`src/rtl/transaction_dispatcher.sv`:
```
// Issuing side of the per-queue scheduler: pops the granted queue head, sends it
// downstream, waits for its completion (or a timeout) and pulses update once.
module transaction_dispatcher #(
    parameter int NUMBER_OF_QUEUES = 4,
    parameter int DATA_WIDTH       = 32,
    parameter int TIMEOUT_CYCLES   = 255,
    parameter int SELECTION_WIDTH  = (NUMBER_OF_QUEUES > 1) ? $clog2(NUMBER_OF_QUEUES) : 1
) (
    input  logic                                       clock,
    input  logic                                       reset,
    input  logic                                       valid,
    input  logic [SELECTION_WIDTH-1:0]                 selection,
    input  logic [NUMBER_OF_QUEUES-1:0][DATA_WIDTH-1:0] queue_heads,
    output logic [NUMBER_OF_QUEUES-1:0]                pop,
    output logic                                       m_valid,
    input  logic                                       m_ready,
    output logic [DATA_WIDTH-1:0]                      m_data,
    output logic [SELECTION_WIDTH-1:0]                 m_id,
    input  logic                                       resp_valid,
    output logic                                       update,
    output logic                                       busy,
    output logic                                       timeout_error
);

    typedef enum logic [1:0] {IDLE, SEND, WAIT, UPDATE} state_t;

    localparam logic [15:0] TIMEOUT_LAST = 16'(TIMEOUT_CYCLES - 1);

    state_t      state;
    logic [15:0] wait_count;
    logic        grant_ok;

    assign grant_ok = valid && (32'(selection) < 32'(NUMBER_OF_QUEUES));
    assign busy     = (state != IDLE);

    always_ff @(posedge clock or posedge reset) begin
        if (reset) begin
            state         <= IDLE;
            pop           <= '0;
            m_valid       <= 1'b0;
            m_data        <= '0;
            m_id          <= '0;
            update        <= 1'b0;
            timeout_error <= 1'b0;
            wait_count    <= '0;
        end else begin
            pop    <= '0;
            update <= 1'b0;
            case (state)
                IDLE: begin
                    if (grant_ok) begin
                        m_id           <= selection;
                        m_data         <= queue_heads[selection];
                        pop[selection] <= 1'b1;
                        m_valid        <= 1'b1;
                        state          <= SEND;
                    end
                end
                SEND: begin
                    if (m_ready) begin
                        m_valid    <= 1'b0;
                        wait_count <= '0;
                        state      <= WAIT;
                    end
                end
                WAIT: begin
                    // A response arriving on the timeout cycle wins over the timeout.
                    if (resp_valid) begin
                        update <= 1'b1;
                        state  <= UPDATE;
                    end else if (wait_count == TIMEOUT_LAST) begin
                        wait_count    <= wait_count + 16'd1;
                        timeout_error <= 1'b1;
                        update        <= 1'b1;
                        state         <= UPDATE;
                    end else begin
                        wait_count <= wait_count + 16'd1;
                    end
                end
                UPDATE: state <= IDLE;
                default: state <= IDLE;
            endcase
        end
    end

endmodule

```
`config.mk`:
```
export PLATFORM = sky130hd
export DESIGN_NAME = transaction_dispatcher
export DESIGN_NICKNAME = d
export VERILOG_FILES = /design/src/rtl/transaction_dispatcher.sv
export SDC_FILE = /design/constraint.sdc
export NUM_CORES = 1
export LEC_CHECK = 0
export ABC_AREA = 1
export BUFFER_PORTS_ARGS = -buffer_cell sky130_fd_sc_hd__buf_2
export CAP_MARGIN = 20
export CORE_MARGIN = 1
export CORE_UTILIZATION = 42
export CTS_CLUSTER_SIZE = 20
export DETAILED_ROUTE_END_ITERATION = 10
export PLACE_DENSITY = 0.78
export SKIP_LAST_GASP = 1
export SYNTH_ARGS = -nofsm -noshare
export SYNTH_HDL_FRONTEND = slang
export SYNTH_SLANG_ARGS = --single-unit
```
`constraint.sdc`:
```
create_clock -name clock -period 1.85 [get_ports clock]
set_input_delay 0.37 -clock clock [delete_from_list [all_inputs] [get_ports clock]]
set_output_delay 0.37 -clock clock [all_outputs]
set_load 0.005 [all_outputs]
```
==> reports/results.txt, run 1 <==
Global-route usage over all layers -> 26.0%
Die ar. -> 8630 µm²
Number of setup violations in the final report -> 0
Post-CTS Setup Inserts -> 0
Area of the core -> 7850 µm²
Setup TNS Final -> 0 ns
Placement Cell Area -> 4520 µm²
Via count of the first global-routing pass -> 3767
Gate count of the mapped netlist -> 475
Post-Synth XOR/XNOR Area -> 0%
Unrepaired setup endpoints after global routing -> false
Run status -> finished, violations left
Clock skew after layout -> 0.00660 ns
Total inserted antenna cells -> 0
Number of H-tree levels -> 3
Post-synth net total -> 615
Simple-gate share of the synthesized area -> 37.7%
Library cell contributing the largest single delay on the critical path -> sky130_fd_sc_hd__dfrtp_1
First-pass detailed-route iteration total -> 5
Post-cts gate resize count -> 0
Max incr delay on CP -> 0.40 ns
Worst setup slack after placement -> 0.190 ns
Pin slew with the least headroom to its limit -> 0.442 ns
Worst Setup Start Kind -> flip-flop
Clock Pin Slew Worst Setup and Hold Paths -> 0.07 ns
Library cells used by synthesis -> 28
Yosys reg bits -> 59
Final Wtd Congestion -> 0.901
Die Height -> 92.9 µm
Hold Violations, Final -> 6
Vias/cell -> 5.13
Initial core utilization -> 44.2%
Number of core rows -> 32
Start point of the critical path -> state[0]
Number of vias after detailed routing -> 3920
Root buf cell -> sky130_fd_sc_hd__clkbuf_8
Most frequent cells in the layout -> 213 x sky130_fd_sc_hd__nand2_1, 176 x sky130_fd_sc_hd__buf_2, 59 x sky130_fd_sc_hd__dfrtp_1
Leakage Power -> 0.00255 µW
Post-route cell area -> 4770 µm²
Net total in the final layout -> 797
Fillers -> 769
Register Area -> 1480 µm²
Most common library cell in the layout ignoring fill and taps -> sky130_fd_sc_hd__nand2_1
Avg Synthesized Cell Area -> 7.31 µm²
Average detailed-routed wire length per instance -> 14.4 µm
Max cap viols -> 0
Fmax -> 610 MHz
Share of the synthesized area in compound gates (AO/OA/AOI/OAI) -> 11.0%
Slew Viols, Final -> 0
Latest clock arrival within the worst-skew pair -> 0.34 ns
Die extent in x -> 92.9 µm
Starting DRC count in detailed routing -> 146
Number of clock sinks -> 59
Cell-by-cell listing of the critical path -> inv_1, ha_2, inv_2, nand2_4, nand3_4, nor2_4, nand3_2, nand2_1, nand2_1, nor2_1
Share of final-layout standard cells stronger than drive strength 1 -> 34.9%
Post-DP HPWL -> 8360 µm
CP Class -> reg2reg
Bufs on Longest Clock Path -> 2
Area of combinational cells with multiple inputs -> 1760 µm²
Post-route fraction of the period consumed by the critical path -> 88.7%
Destination of the critical timing path -> wait_count[14]
Post-synthesis adder-cell area fraction -> 1.80%
Input/output buffers -> 176
Area growth syn-to-layout -> 37.3%
Worst R2R Setup Slack -> 0.21 ns
Worst path setup slack after routing -> 0.210 ns
Initial antenna violation count -> 0
Total wirelength of the detailed-routed design -> 11000 µm
First-pass GRT wire length -> 17300 µm
Cell count of the worst reg-to-reg path -> 10
Critical path peak fanout -> 10
Class of the most critical hold timing path -> in2async
Data arrival time of the critical path -> 1.91 ns
DRC Markers -> 0
R2r startpoint -> state[0]
CTS Hold Bufs -> 0
Post-route minimum period -> 1.64 ns
Worst-case headroom to the max-slew limit -> 70.5%
Count of synthesis-stage warnings from yosys -> 0
R2R Path End -> wait_count[14]
Pin count of the biggest net entering global routing -> 25
Largest family of logic cells by synthesized area -> simple AND/OR/NAND/NOR gates
Combined area of all synthesized cells -> 3470 µm²
Required time at the worst-slack endpoint -> 2.12 ns
Top-level port count -> 177
Ratio of total power to cell area -> 1140 nW/µm²
CTS tree -> yes
Proportion of synthesized area in mux cells -> 0%
Total gr overflow -> 0
Crit path capture type -> flip-flop
Antenna viol nets, final -> 0
Violated checks -> hold timing
Post-Route Hold Slack -> -0.00394 ns
Most frequent cell on the critical path -> sky130_fd_sc_hd__nand2_1
Sequential cell area fraction in the yosys report -> 42.5%
Final core utilization -> 60.7%
Clock buffers created by TritonCTS -> 9
Peak supply drop -> 459 µV
==> critical path: cells and delay by family, from the launching register on <==
family	cells	cell delay (ns)
fa+ha+maj	1	0.25
buf+inv	2	0.17
flops	1	0.40
simple gates	7	0.75
==> registers in the layout (all words and copies together), names as in the netlist <==
name / count
m_data: 32
wait_count: 16
pop: 4
m_id: 2
state: 2
m_valid: 1
timeout_error: 1
update: 1
==> how the worst min path moves through the flow <==
stage	end	cells past startpoint	startpoint
global placement	pop[1]	2	reset
floorplan	pop[1]	1	selection[1]
global route	m_data[11]	2	reset
finish	pop[1]	2	reset
detailed placement	pop[1]	2	reset
CTS	m_data[11]	2	reset
==> kinds of logic after synthesis <==
| logic type | count (synthesis) |
|---|---|
| and+or+nand+nor | 308 |
| buffers and inverters | 52 |
| adders and majority gates | 5 |
| DFF | 59 |
| AOI/OAI and AO/OA | 51 |
==> routing by layer <==
metal | routed length [µm] | global-route usage, % | part of all wire (%)
met5 | 0 | 0 | 0
met4 | 328 | 11.8 | 3.0
met3 | 764 | 4.43 | 6.9
met2 | 5590 | 45.2 | 51
met1 | 4330 | 31.2 | 39
==> power breakdown <==
part	switching [µW]	leakage (µW)	internal, µW
Clock	523	0.000123	928
Combinational	1150	0.00168	860
Sequential	263	0.000751	1720
Total	1940	0.00255	3510
==> cell usage after synthesis <==
master,number,area share [%]
sky130_fd_sc_hd__o21ai_0,10,1.4
sky130_fd_sc_hd__dfrtp_1,59,43
sky130_fd_sc_hd__inv_1,27,2.9
sky130_fd_sc_hd__a22oi_1,11,2.4
sky130_fd_sc_hd__nand3_1,21,3.0
sky130_fd_sc_hd__ha_1,5,1.8
sky130_fd_sc_hd__o21bai_1,1,0.22
sky130_fd_sc_hd__o21ai_1,1,0.14
sky130_fd_sc_hd__nand3_4,1,0.50
sky130_fd_sc_hd__nand3_2,3,0.87
sky130_fd_sc_hd__nor2_8,1,0.58
sky130_fd_sc_hd__nor2_2,2,0.36
sky130_fd_sc_hd__nand2_4,1,0.32
sky130_fd_sc_hd__nor3_1,9,1.3
sky130_fd_sc_hd__a21oi_1,16,2.3
sky130_fd_sc_hd__buf_1,2,0.22
sky130_fd_sc_hd__nand2_1,213,23
sky130_fd_sc_hd__inv_2,5,0.54
sky130_fd_sc_hd__nor2_1,41,4.4
sky130_fd_sc_hd__clkbuf_8,1,0.40
sky130_fd_sc_hd__buf_2,7,1.0
sky130_fd_sc_hd__a41oi_2,7,3.3
sky130_fd_sc_hd__nor2_4,3,0.97
sky130_fd_sc_hd__o31ai_1,1,0.22
sky130_fd_sc_hd__a41oi_1,4,1.0
sky130_fd_sc_hd__clkbuf_1,3,0.32
sky130_fd_sc_hd__nand4_1,13,2.3
sky130_fd_sc_hd__buf_4,7,1.5
==> area by class of cell <==
type                       instances  share of cell area, %
timing repair buffer             191                   21.9
tap                              102                   2.68
clock inverter                     5                   2.10
inverter                          32                   2.52
clock buffer                      11                   2.97
multi-input combinational        364                   36.9
sequential                        59                   31.0
==> stage by stage <==
stage,std cells,power [µW]
floorplan,475,3120
global placement,748,3940
detailed placement,748,4010
CTS,764,5480
global route,764,5790
finish,764,5440
(Power assumes the default switching activity.)
==> inputs of run 2 (changes only) <==
==> constraint.sdc (replaced) <==
create_clock -name clock -period 1.5 [get_ports clock]
set_input_delay 0.3 -clock clock [delete_from_list [all_inputs] [get_ports clock]]
set_output_delay 0.3 -clock clock [all_outputs]
set_load 0.005 [all_outputs]
==> reports/results.txt, run 2 (synthesis gave the netlist of run 1 again) <==
Most frequent cells in the layout -> 210 x sky130_fd_sc_hd__nand2_1, 176 x sky130_fd_sc_hd__buf_2, 59 x sky130_fd_sc_hd__dfrtp_1
Via count of the first global-routing pass -> 3645 (-3.2%)
Die ar. -> 8630 µm² (unchanged)
Most frequent cell on the critical path -> sky130_fd_sc_hd__inv_2
Total gr overflow -> 0 (unchanged)
CTS Hold Bufs -> 0 (unchanged)
Number of vias after detailed routing -> 3968 (+1.2%)
Top reg by flops -> m_data
Leakage Power -> 0.00265 µW (+3.6%)
Ratio of total power to cell area -> 1410 nW/µm² (+24%)
Library cell contributing the largest single delay on the critical path -> sky130_fd_sc_hd__dfrtp_1
Largest regs -> m_data x32, wait_count x16, pop x4
Root buf cell -> sky130_fd_sc_hd__clkbuf_8
Final Wtd Congestion -> 0.870 (-3.5%)
Antenna viol nets, final -> 0 (unchanged)
Vias/cell -> 5.09 (-0.72%)
First-pass detailed-route iteration total -> 5 (unchanged)
Number of H-tree levels -> 3 (unchanged)
Worst-case headroom to the max-slew limit -> 64.2% (-6.2 points)
Post-route fraction of the period consumed by the critical path -> 108%
Unrepaired setup endpoints after global routing -> true
Critical path peak fanout -> 3 (-7)
Global-route usage over all layers -> 25.5% (-0.49 points)
First-pass GRT wire length -> 17100 µm (-0.84%)
DRC Markers -> 0 (unchanged)
Die Height -> 92.9 µm (unchanged)
Initial core utilization -> 44.2% (unchanged)
Hold Violations, Final -> 0 (-6)
Worst path setup slack after routing -> -0.119 ns (-0.329 ns)
Power consumption -> 7060 µW (+30%)
Number of setup violations in the final report -> 34 (+34)
Clock Pin Slew Worst Setup and Hold Paths -> 0.07 ns (about the same)
Area growth syn-to-layout -> 43.9%
Violated checks -> setup timing
Required time at the worst-slack endpoint -> 1.20 ns (-0.92 ns)
Net total in the final layout -> 812 (+1.9%)
Flip-flop count of the largest register after layout -> 32 (unchanged)
Average detailed-routed wire length per instance -> 14.4 µm (-0.33%)
Fillers -> 692 (-10%)
Count of buffering cells on the critical path with inverters included -> 4 (+2)
Data arrival time of the critical path -> 1.32 ns (-0.59 ns)
Starting DRC count in detailed routing -> 177 (+21%)
Pin count of the biggest net entering global routing -> 60 (+140%)
Final core utilization -> 63.6% (+2.9 points)
CTS tree -> yes
Post-route minimum period -> 1.62 ns
Fmax -> 618 MHz
Cell count after placement -> 751 (+0.40%)
Latest clock arrival within the worst-skew pair -> 0.33 ns (about the same)
Share of final-layout standard cells stronger than drive strength 1 -> 39.4% (+4.5 points)
Slew Viols, Final -> 0 (unchanged)
Run status -> finished, violations left
Max incr delay on CP -> 0.41 ns (about the same)
Cell-by-cell listing of the critical path -> inv_2, buf_4, ha_2, inv_2, buf_2
Number of core rows -> 32 (unchanged)
Pin slew with the least headroom to its limit -> 0.532 ns (+0.0899 ns)
Initial antenna violation count -> 0 (unchanged)
Area of combinational cells with multiple inputs -> 1840 µm² (+4.8%)
Class of the most critical hold timing path -> in2async
Most common library cell in the layout ignoring fill and taps -> sky130_fd_sc_hd__nand2_1
Crit path capture type -> output pin
Number of clock sinks -> 59 (unchanged)
Max cap viols -> 0 (unchanged)
Top-level port count -> 177 (unchanged)
Bufs on Longest Clock Path -> 2 (unchanged)
Clock buffers created by TritonCTS -> 9 (unchanged)
Total inserted antenna cells -> 0 (unchanged)
Area of the core -> 7850 µm² (unchanged)
Non-Filler Instances -> 779 (+2.0%)
Post-DP HPWL -> 7840 µm (-6.2%)
Die extent in x -> 92.9 µm (unchanged)
Total wirelength of the detailed-routed design -> 11200 µm (+1.6%)
Kind of cell with the highest combined delay on the critical path -> flip-flops
Input/output buffers -> 176 (unchanged)
Peak supply drop -> 676 µV (+47%)
Post-route cell area -> 4990 µm² (+4.8%)
Placement Cell Area -> 4590 µm² (+1.4%)
CP Class -> reg2out
Worst Setup Start Kind -> flip-flop
Clock skew after layout -> 0.00464 ns (-0.00196 ns)
Register Area -> 1480 µm² (unchanged)
[run 2: timing repair]
item	4_1_cts	5_1_grt
setup endpoints to repair	13	31
buffers inserted	3	7
cloned	0	2
hold endpoints to repair	0	0
resized for setup	11	16
pin swaps	5	4
[run 2: final timing paths]
path	slack, ns	end	depth (start not counted)	startpoint
max	-0.12	busy	5	state[1]
min	0.04	m_data[15]	3	reset
max reg2reg	-0.11	wait_count[8]	11	state[1]
min reg2reg	0.47	timeout_error	2	timeout_error
max in group asynchronous	1.20	m_data[30]	3	reset
min in group clock	0.18	timeout_error	2	resp_valid
[run 2: worst reg2reg max path: stages (launching register included)]
cell and delay, ns:
sky130_fd_sc_hd__dfrtp_1 0.41, sky130_fd_sc_hd__inv_2 0.09, sky130_fd_sc_hd__ha_4 0.14, sky130_fd_sc_hd__inv_2 0.04
sky130_fd_sc_hd__buf_6 0.11, sky130_fd_sc_hd__nand2_4 0.05, sky130_fd_sc_hd__nand3_4 0.15, sky130_fd_sc_hd__nor2_4 0.19
sky130_fd_sc_hd__buf_4 0.14, sky130_fd_sc_hd__nand3_1 0.06, sky130_fd_sc_hd__nand2_1 0.07, sky130_fd_sc_hd__nor2_1 0.04
[run 2: power breakdown]
part / internal (µW) / switching [µW]
registers: 2120 / 337
logic: 1510 / 1640
clock network: 804 / 650
total: 4440 / 2620
[run 2: routing by layer]
layer | GRT usage [%] | share of wire (%) | up-vias
li1 | - | - | 1935
met3 | 4.43 | 6.9 | 19
met5 | 0 | 0 | -
met4 | 10.9 | 2.0 | 0
met1 | 31.6 | 39 | 1816
met2 | 43.4 | 52 | 198
[run 2: metrics by stage]
stage | hold slack [ns] | setup WS, ns | setup TNS [ns]
after global routing | 0.0594 | -0.200 | -4.52
after global placement | 0.406 | -0.0238 | -0.0585
final | 0.0350 | -0.119 | -1.16
after floorplan | 0.366 | 0.0337 | 0
after CTS | 0.0460 | -0.0773 | -0.291
after detailed placement | 0.409 | -0.110 | -0.719
[run 2: cell type report]
cell class,instances,share of cell area (%)
clock buffers,11,2.83
clock inverters,5,1.05
inverters,32,2.48
multi-input cells,364,36.8
flip-flops and latches,59,29.6
well taps,102,2.56
repair buffers,206,24.7
